**src/rtl/muldiv_hilo_ctrl_pkg.sv**
```systemverilog
// Shared encodings, controller states, default latencies and a small sign helper
// for the HI/LO multiply/divide sequencer.
package muldiv_hilo_ctrl_pkg;

    // Operation encodings presented by EX
    localparam logic [2:0] OP_MULT  = 3'd0;
    localparam logic [2:0] OP_MULTU = 3'd1;
    localparam logic [2:0] OP_DIV   = 3'd2;
    localparam logic [2:0] OP_DIVU  = 3'd3;
    localparam logic [2:0] OP_MTHI  = 3'd4;
    localparam logic [2:0] OP_MTLO  = 3'd5;

    // Sequencer states
    localparam logic [1:0] ST_IDLE = 2'd0;
    localparam logic [1:0] ST_MUL  = 2'd1;
    localparam logic [1:0] ST_DIV  = 2'd2;
    localparam logic [1:0] ST_FIX  = 2'd3;

    // Default latencies
    localparam int MUL_LAT_DEF  = 2;
    localparam int DIV_ITER_DEF = 32;

    // Two's-complement negate when neg is set; used for |x| and sign fixup
    function automatic logic [31:0] neg_if(input logic [31:0] val, input logic neg);
        logic [31:0] res;
        if (neg) begin
            res = 32'd0 - val;
        end else begin
            res = val;
        end
        return res;
    endfunction

endpackage

```
**src/rtl/muldiv_hilo_ctrl_if.sv**
```systemverilog
// EX <-> multiply/divide unit request and HI/LO result bundle.
interface muldiv_hilo_ctrl_if;
    logic        start;
    logic [2:0]  op;
    logic [31:0] src_a;
    logic [31:0] src_b;
    logic        cancel;
    logic        busy;
    logic        done;
    logic [31:0] hi;
    logic [31:0] lo;

    // EX side: issues ops, observes busy/done/HI/LO
    modport master (
        output start, op, src_a, src_b, cancel,
        input  busy, done, hi, lo
    );

    // Unit side
    modport slave (
        input  start, op, src_a, src_b, cancel,
        output busy, done, hi, lo
    );
endinterface

```
**src/rtl/muldiv_hilo_ctrl_div_iter_core.sv**
```systemverilog
// Radix-2 restoring divider datapath on unsigned magnitudes: one shift-subtract
// step per cycle while step is high. Sign handling and sequencing live outside.
module muldiv_hilo_ctrl_div_iter_core (
    input  logic        clk,
    input  logic        rst,
    input  logic        load,
    input  logic        step,
    input  logic [31:0] dividend,
    input  logic [31:0] divisor,
    output logic [31:0] quotient,
    output logic [31:0] remainder
);

    logic [31:0] quo_r;
    logic [31:0] rem_r;
    logic [31:0] dsr_r;
    logic [32:0] rem_sh_s;
    logic [32:0] diff_s;

    // Trial subtraction of the divisor from the shifted partial remainder
    always_comb begin
        rem_sh_s = {rem_r, quo_r[31]};
        diff_s   = rem_sh_s - {1'b0, dsr_r};
    end

    // Load operands, then shift in one quotient bit per step (restore on borrow)
    always_ff @(posedge clk) begin
        if (!rst) begin
            quo_r <= 32'd0;
            rem_r <= 32'd0;
            dsr_r <= 32'd0;
        end else if (load) begin
            quo_r <= dividend;
            rem_r <= 32'd0;
            dsr_r <= divisor;
        end else if (step) begin
            if (!diff_s[32]) begin
                rem_r <= diff_s[31:0];
            end else begin
                rem_r <= rem_sh_s[31:0];
            end
            quo_r <= {quo_r[30:0], ~diff_s[32]};
        end else begin
            quo_r <= quo_r;
            rem_r <= rem_r;
            dsr_r <= dsr_r;
        end
    end

    assign quotient  = quo_r;
    assign remainder = rem_r;

endmodule

```
**src/rtl/muldiv_hilo_ctrl.sv**
```systemverilog
// HI/LO owner and sequencer for MULT/MULTU/DIV/DIVU/MTHI/MTLO. busy feeds the
// stall unit; cancel drops an in-flight op without disturbing HI/LO.
module muldiv_hilo_ctrl
    import muldiv_hilo_ctrl_pkg::*;
#(
    parameter int MUL_LAT  = MUL_LAT_DEF,
    parameter int DIV_ITER = DIV_ITER_DEF
) (
    input  logic                 clk,
    input  logic                 rst,
    muldiv_hilo_ctrl_if.slave    bus
);

    localparam int CNT_W = $clog2(DIV_ITER + MUL_LAT + 1);

    logic [1:0]        state_r, state_nx;
    logic [CNT_W-1:0]  cnt_r, cnt_nx;
    logic [31:0]       hi_r, hi_nx;
    logic [31:0]       lo_r, lo_nx;
    logic              busy_r;
    logic              done_r, done_nx;
    logic              mul_load_s;
    logic              div_load_s;
    logic              is_signed_s;

    logic signed [32:0] mul_a_r, mul_b_r;
    logic signed [63:0] mul_prod_s;
    logic [63:0]        prod_r;
    logic [63:0]        mul_res_s;

    logic        div_sa_r, div_sb_r;
    logic [31:0] core_q_s, core_r_s;
    logic [31:0] quot_fix_s, rem_fix_s;

    // Sign-extended 33x33 product of the latched operands; with MUL_LAT==1 it
    // is consumed directly, otherwise through the product register
    always_comb begin
        mul_prod_s = 64'(mul_a_r) * 64'(mul_b_r);
        if (MUL_LAT == 1) begin
            mul_res_s = mul_prod_s;
        end else begin
            mul_res_s = prod_r;
        end
    end

    // Signedness of the requested op and signed-division result fixup
    always_comb begin
        is_signed_s = (bus.op == OP_MULT) || (bus.op == OP_DIV);
        quot_fix_s  = neg_if(core_q_s, div_sa_r ^ div_sb_r);
        rem_fix_s   = neg_if(core_r_s, div_sa_r);
    end

    // Next-state, counter and HI/LO update decisions; cancel overrides all
    always_comb begin
        state_nx   = state_r;
        cnt_nx     = cnt_r;
        hi_nx      = hi_r;
        lo_nx      = lo_r;
        done_nx    = 1'b0;
        mul_load_s = 1'b0;
        div_load_s = 1'b0;
        case (state_r)
            ST_IDLE: begin
                if (bus.start && !bus.cancel) begin
                    case (bus.op)
                        OP_MTHI: hi_nx = bus.src_a;
                        OP_MTLO: lo_nx = bus.src_a;
                        OP_MULT, OP_MULTU: begin
                            mul_load_s = 1'b1;
                            cnt_nx     = CNT_W'(MUL_LAT - 1);
                            state_nx   = ST_MUL;
                        end
                        OP_DIV, OP_DIVU: begin
                            if (bus.src_b == 32'd0) begin
                                done_nx = 1'b1;
                            end else begin
                                div_load_s = 1'b1;
                                cnt_nx     = CNT_W'(DIV_ITER - 1);
                                state_nx   = ST_DIV;
                            end
                        end
                        default: state_nx = ST_IDLE;
                    endcase
                end else begin
                    state_nx = ST_IDLE;
                end
            end
            ST_MUL: begin
                if (bus.cancel) begin
                    state_nx = ST_IDLE;
                    cnt_nx   = {CNT_W{1'b0}};
                end else if (cnt_r == {CNT_W{1'b0}}) begin
                    {hi_nx, lo_nx} = mul_res_s;
                    done_nx        = 1'b1;
                    state_nx       = ST_IDLE;
                end else begin
                    cnt_nx = cnt_r - CNT_W'(1);
                end
            end
            ST_DIV: begin
                if (bus.cancel) begin
                    state_nx = ST_IDLE;
                    cnt_nx   = {CNT_W{1'b0}};
                end else if (cnt_r == {CNT_W{1'b0}}) begin
                    state_nx = ST_FIX;
                end else begin
                    cnt_nx = cnt_r - CNT_W'(1);
                end
            end
            ST_FIX: begin
                if (bus.cancel) begin
                    state_nx = ST_IDLE;
                end else begin
                    lo_nx    = quot_fix_s;
                    hi_nx    = rem_fix_s;
                    done_nx  = 1'b1;
                    state_nx = ST_IDLE;
                end
            end
            default: begin
                state_nx = ST_IDLE;
                cnt_nx   = {CNT_W{1'b0}};
            end
        endcase
    end

    // Control and architectural registers
    always_ff @(posedge clk) begin
        if (!rst) begin
            state_r <= ST_IDLE;
            cnt_r   <= {CNT_W{1'b0}};
            hi_r    <= 32'd0;
            lo_r    <= 32'd0;
            busy_r  <= 1'b0;
            done_r  <= 1'b0;
        end else begin
            state_r <= state_nx;
            cnt_r   <= cnt_nx;
            hi_r    <= hi_nx;
            lo_r    <= lo_nx;
            busy_r  <= (state_nx != ST_IDLE);
            done_r  <= done_nx;
        end
    end

    // Multiplier operand latch and product pipeline register
    always_ff @(posedge clk) begin
        if (!rst) begin
            mul_a_r <= 33'sd0;
            mul_b_r <= 33'sd0;
            prod_r  <= 64'd0;
        end else if (mul_load_s) begin
            mul_a_r <= {is_signed_s & bus.src_a[31], bus.src_a};
            mul_b_r <= {is_signed_s & bus.src_b[31], bus.src_b};
            prod_r  <= prod_r;
        end else begin
            prod_r  <= mul_prod_s;
        end
    end

    // Division sign flags captured at issue
    always_ff @(posedge clk) begin
        if (!rst) begin
            div_sa_r <= 1'b0;
            div_sb_r <= 1'b0;
        end else if (div_load_s) begin
            div_sa_r <= is_signed_s & bus.src_a[31];
            div_sb_r <= is_signed_s & bus.src_b[31];
        end else begin
            div_sa_r <= div_sa_r;
            div_sb_r <= div_sb_r;
        end
    end

    muldiv_hilo_ctrl_div_iter_core u_div_core (
        .clk       (clk),
        .rst       (rst),
        .load      (div_load_s),
        .step      (state_r == ST_DIV),
        .dividend  (neg_if(bus.src_a, is_signed_s & bus.src_a[31])),
        .divisor   (neg_if(bus.src_b, is_signed_s & bus.src_b[31])),
        .quotient  (core_q_s),
        .remainder (core_r_s)
    );

    assign bus.busy = busy_r;
    assign bus.done = done_r;
    assign bus.hi   = hi_r;
    assign bus.lo   = lo_r;

endmodule

```
**src/flat_wrapper.sv**
```systemverilog
// flat-port wrapper written by rule: the top's interface ports become plain ports
module muldiv_hilo_ctrl_flat import muldiv_hilo_ctrl_pkg::*;
#(
    parameter int MUL_LAT  = MUL_LAT_DEF,
    parameter int DIV_ITER = DIV_ITER_DEF
)
  (clk, rst, bus_start, bus_op, bus_src_a, bus_src_b, bus_cancel, bus_busy, bus_done, bus_hi, bus_lo);
  muldiv_hilo_ctrl_if bus_i ();
  input  logic clk;
  input  logic rst;
  input wire logic [$bits(bus_i.start)-1:0] bus_start;
  input wire logic [$bits(bus_i.op)-1:0] bus_op;
  input wire logic [$bits(bus_i.src_a)-1:0] bus_src_a;
  input wire logic [$bits(bus_i.src_b)-1:0] bus_src_b;
  input wire logic [$bits(bus_i.cancel)-1:0] bus_cancel;
  output wire logic [$bits(bus_i.busy)-1:0] bus_busy;
  output wire logic [$bits(bus_i.done)-1:0] bus_done;
  output wire logic [$bits(bus_i.hi)-1:0] bus_hi;
  output wire logic [$bits(bus_i.lo)-1:0] bus_lo;
  assign bus_i.start = bus_start;
  assign bus_i.op = bus_op;
  assign bus_i.src_a = bus_src_a;
  assign bus_i.src_b = bus_src_b;
  assign bus_i.cancel = bus_cancel;
  assign bus_busy = bus_i.busy;
  assign bus_done = bus_i.done;
  assign bus_hi = bus_i.hi;
  assign bus_lo = bus_i.lo;
  muldiv_hilo_ctrl #(.MUL_LAT(MUL_LAT), .DIV_ITER(DIV_ITER)) u_core (.clk(clk), .rst(rst), .bus(bus_i));
endmodule
```
**config.mk**
```make
export PLATFORM = sky130hd
export DESIGN_NAME = muldiv_hilo_ctrl_flat
export DESIGN_NICKNAME = d
export VERILOG_FILES = /design/src/rtl/muldiv_hilo_ctrl_pkg.sv /design/src/rtl/muldiv_hilo_ctrl_if.sv /design/src/rtl/muldiv_hilo_ctrl_div_iter_core.sv /design/src/rtl/muldiv_hilo_ctrl.sv /design/src/flat_wrapper.sv
export SDC_FILE = /design/constraint.sdc
export NUM_CORES = 2
export LEC_CHECK = 0
export CAP_MARGIN = 20
export CELL_PAD_IN_SITES_DETAIL_PLACEMENT = 1
export CELL_PAD_IN_SITES_GLOBAL_PLACEMENT = 1
export CORE_MARGIN = 2
export CORE_UTILIZATION = 56
export CTS_CLUSTER_DIAMETER = 50
export DETAILED_ROUTE_END_ITERATION = 6
export DONT_BUFFER_PORTS = 1
export GPL_ROUTABILITY_DRIVEN = 0
export PLACE_DENSITY_LB_ADDON = 0.3
export SETUP_SLACK_MARGIN = 0.5
export SYNTH_ARGS = -nofsm -noshare
export SYNTH_HDL_FRONTEND = slang
export SYNTH_SLANG_ARGS = --single-unit
```
**constraint.sdc**
```tcl
create_clock -name clk -period 21.2 [get_ports clk]
set_clock_uncertainty 0.05 [all_clocks]
set_input_delay 6.36 -clock clk [delete_from_list [all_inputs] [get_ports clk]]
set_output_delay 6.36 -clock clk [all_outputs]
set_load 0.02 [all_outputs]
```
==> out/results.txt <==
The detail route stage leaves a number of antenna-violating nets equal to 0. Sorting the synthesized cells by how often they occur yields sky130_fd_sc_hd__fa_1, sky130_fd_sc_hd__inv_1, sky130_fd_sc_hd__nand2_1. The number of nets handed over by synthesis was 7,686. The first TritonRoute pass finished after 5 iterations. The number of violations of the max-capacitance limit is 0, and the cell area reported after detailed placement is 0.0556 mm². Worst slew margin relative to its limit: 0.230. The number of buffers created by CTS is 31. Detailed placement finished with a half-perimeter wire length of 149,000 µm. The share of final-layout standard cells stronger than drive strength 1 was 0.0310.

Pre-CTS setup slack: 11.06 ns. Counting along the longest clock path gives a buffer depth of 3. Number of buffers added to fix hold violations after cts: 0.

The path class of the tightest hold or removal check is reg2reg. At the worst endpoint, the required time is 21.59 ns. The clock latency at the later pin of the worst-skew pair is 0.61 ns, and the total of flip-flops plus latches after synthesis is 302. A synthesized cell averages 8.77 µm². The number of nets at the end of the flow was 7,431. After detailed routing, the number of remaining DRC violations is 0. The logs give 0.565 for the initial core utilization and 6,234 for the number of instances in the synthesized netlist. The most used flip-flop cell after synthesis is sky130_fd_sc_hd__dfxtp_1. The worst-margin pin slew came out at 1.16 ns. The run gives 0.0567 mm² as the final instance area. The sequential share of power is 0.408.

The hold slack was 0.411 ns; the number of hold violations in the final report was 0. Buffers added to address setup during post-CTS repair amount to 0. Setup total negative slack on the finished layout was measured at 0 ns. The area fraction of the dominant cell type after synthesis works out to 0.412.

The synthesis warning total was 0. The run gives 0 as the number of max-slew violations in the final report. The switching power as a share of total power was 0.325; the net switching component of the power was 0.489 mW. The combinational cell fraction of total power came out at 0.204. The via density per instance came out at 6.23.

The floorplan has 114 rows. The highest layer touched by signal routing is met4. The worst setup path is of the reg2reg kind. Post-detailed-route wirelength per cell: 27.5 µm.

The flow ran to the end, and the final reports show no timing, DRC or antenna violations. The chip width is 316 µm, and the number of enable flip-flop cells after synthesis is 0. Compared with the post-synthesis result, the final layout area differs by 3.62%.

The final setup violation count is 0, and the cell area after technology mapping is 0.0547 mm². The detailed router put a total of 69,500 µm of wire on met1. The maximum net fanout on the critical path was 18; the share of total power in the clock network was 0.388. For the utilization of the core after routing, the log shows 0.586. The number of resized instances in the post-cts repair step came out at 0. The run gives 17 as the initial antenna violation count. After detailed routing, the met3 layer carries 16,700 µm of wire. Yosys mapped the design onto 76 distinct sky130hd cell types.

The tools report the via count of the first global-routing pass as 52,500. The internal portion of the total power is 1.02 mW. For the area of the placeable core, the log shows 0.0967 mm². The run gives 0.410 as the global router's overall resource usage. Summed over all layers, the global routing overflow is 0. Power spread over the standard cell area amounts to 26.6 mW/mm². Pin placement for this block handled 137 I/O pins. The count of buffers inserted at the top-level ports is 0. The area of the die is 0.100 mm², and the minimum clock period is 9.80 ns.

The routed layout has 45,400 vias. TritonCTS built the clock tree. After synthesis, the cell types taking the most area are sky130_fd_sc_hd__fa_1, sky130_fd_sc_hd__dfxtp_1, sky130_fd_sc_hd__inv_1, sky130_fd_sc_hd__and2_1, sky130_fd_sc_hd__nand2_1. The launching element type of the critical path is a flop. The tools report the maximum level of the CTS H-tree as 1. Yosys instantiated no cell more often than sky130_fd_sc_hd__fa_1. The first global-routing pass estimated 307,000 µm of wire. The logs give 87 for the maximum number of pins on one net before global-route repair and 302 for the CTS sink count. The share of async-settable or async-resettable flops after synthesis came out at 0. The cell type with the highest aggregate area in the netlist was sky130_fd_sc_hd__fa_1. After clock tree synthesis, the clock-pin slew on the worst setup and hold paths is 0.07 ns. The overall die height is 316 µm. Fmax: 102 MHz. The worst-case IR drop observed on VDD is 0.0651 mV. The period utilization was 0.462. Setup repair after global routing left no endpoint under its margin. The root buffer cell chosen for the clock tree is sky130_fd_sc_hd__clkbuf_16. After detailed routing, the met2 layer carries 97,500 µm of wire. Sort of element at the end of the critical path: a flop. The arrival time of data at the critical path endpoint was 10.19 ns; the violation count after the first detailed-route iteration was 3,448.

In this run the static leakage power is 27.5 nW. The worst setup slack after layout was 11.40 ns; the routed wire length was 200,000 µm. For the portion of the post-synthesis area used by sequential elements, the log shows 0.111.
==> cell type report <==
type | count | area [µm²]
antenna | 17 | 42.5
clock buffer | 42 | 867
clock inverter | 13 | 170
fill | 11300 | 40000
inverter | 1118 | 4200
multi-input combinational | 4440 | 43100
sequential | 302 | 6060
tap | 1276 | 1600
timing repair buffer | 86 | 643
==> worst max-delay path: stages (launching register included) <==
cell and delay, ns:
sky130_fd_sc_hd__dfxtp_1 0.93, sky130_fd_sc_hd__buf_4 0.43, sky130_fd_sc_hd__nand2_1 0.21, sky130_fd_sc_hd__inv_1 0.15, sky130_fd_sc_hd__fa_1 0.40, sky130_fd_sc_hd__inv_1 0.25
sky130_fd_sc_hd__fa_1 0.52, sky130_fd_sc_hd__inv_1 0.30, sky130_fd_sc_hd__fa_1 0.55, sky130_fd_sc_hd__inv_1 0.11, sky130_fd_sc_hd__fa_1 0.61, sky130_fd_sc_hd__inv_1 0.59
sky130_fd_sc_hd__fa_1 0.57, sky130_fd_sc_hd__fa_1 0.56, sky130_fd_sc_hd__inv_1 0.06, sky130_fd_sc_hd__fa_1 0.47, sky130_fd_sc_hd__fa_1 0.50, sky130_fd_sc_hd__inv_1 0.05
sky130_fd_sc_hd__ha_1 0.38, sky130_fd_sc_hd__a21oi_1 0.36, sky130_fd_sc_hd__o21bai_1 0.11, sky130_fd_sc_hd__a21oi_1 0.31, sky130_fd_sc_hd__o21ai_0 0.20, sky130_fd_sc_hd__a221o_1 0.37
sky130_fd_sc_hd__a21oi_1 0.15, sky130_fd_sc_hd__o21ai_0 0.12, sky130_fd_sc_hd__xnor2_1 0.18, sky130_fd_sc_hd__a21oi_1 0.08
==> worst paths after layout <==
| path | to | start | slack (ns) | cells past startpoint |
|---|---|---|---|---|
| setup / recovery | u_core.mul_res_s[63]$_SDFFE_PN0N_ | u_core.mul_b_r[6]$_SDFFE_PN0P_ | 11.40 | 27 |
| hold / removal | u_core.mul_res_s[9]$_SDFFE_PN0N_ | u_core.mul_res_s[9]$_SDFFE_PN0N_ | 0.41 | 2 |
| setup reg to reg | u_core.mul_res_s[63]$_SDFFE_PN0N_ | u_core.mul_b_r[6]$_SDFFE_PN0P_ | 11.40 | 27 |
| hold reg to reg | u_core.mul_res_s[9]$_SDFFE_PN0N_ | u_core.mul_res_s[9]$_SDFFE_PN0N_ | 0.41 | 2 |
==> sequential cells by signal, summed over array words and instances (netlist names), 2 cells and up <==
signal and cells:
u_core.mul_a_r 33, u_core.mul_b_r 33, u_core.bus.hi 32, u_core.u_div_core.dsr_r 32
u_core.state_r 2, u_core.u_div_core.remainder 32, u_core.cnt_r 6, u_core.bus.lo 32
u_core.mul_res_s 64, u_core.u_div_core.quotient 32
==> routing by layer <==
metal | vias up | global-route usage
met5 | - | 0
met4 | 0 | 0.304
met3 | 950 | 0.0908
met2 | 2321 | 0.683
met1 | 23500 | 0.464
li1 | 18700 | -
==> per-stage QoR <==
step                total power, mW  cells
detailed placement            0.921   7221
finish                         1.50   7294
global route                   1.55   7278
global placement              0.908   7221
CTS                            1.49   7276
floorplan                     0.828   6234
==> kinds of logic (layout without fill, tap and decap cells) <==
group / after synthesis / count (layout) / share of synthesized area
AND/OR/NAND/NOR: 1947 / 1947 / 0.172
buffers and inverters: 1492 / 1259 / 0.103
adder cells (fa/ha/maj): 1381 / 1381 / 0.471
AO/OA/AOI/OAI: 840 / 840 / 0.0985
flip-flops: 302 / 302 / 0.111
XOR/XNOR: 211 / 211 / 0.0341
multiplexers: 61 / 61 / 0.0113
other: 0 / 17 / 0
==> power groups by stage <==
stage / Sequential, mW / Combinational, mW / Clock, mW
floorplan: 0.613 / 0.216 / 0
detailed placement: 0.626 / 0.295 / 0
global placement: 0.625 / 0.283 / 0
finish: 0.615 / 0.306 / 0.583
CTS: 0.613 / 0.299 / 0.581
global route: 0.615 / 0.328 / 0.605
==> layout by cell type (no fill, tap or decap), types with 85 or more instances in the layout <==
| cell | count |
|---|---|
| sky130_fd_sc_hd__a211oi_1 | 120 |
| sky130_fd_sc_hd__inv_1 | 1117 |
| sky130_fd_sc_hd__fa_1 | 1126 |
| sky130_fd_sc_hd__nor2_1 | 237 |
| sky130_fd_sc_hd__xnor2_1 | 133 |
| sky130_fd_sc_hd__buf_4 | 85 |
| sky130_fd_sc_hd__a21oi_1 | 240 |
| sky130_fd_sc_hd__ha_1 | 252 |
| sky130_fd_sc_hd__and2_1 | 567 |
| sky130_fd_sc_hd__o21ai_0 | 141 |
| sky130_fd_sc_hd__dfxtp_1 | 290 |
| sky130_fd_sc_hd__nand2_1 | 872 |
(Power assumes the default switching activity.)
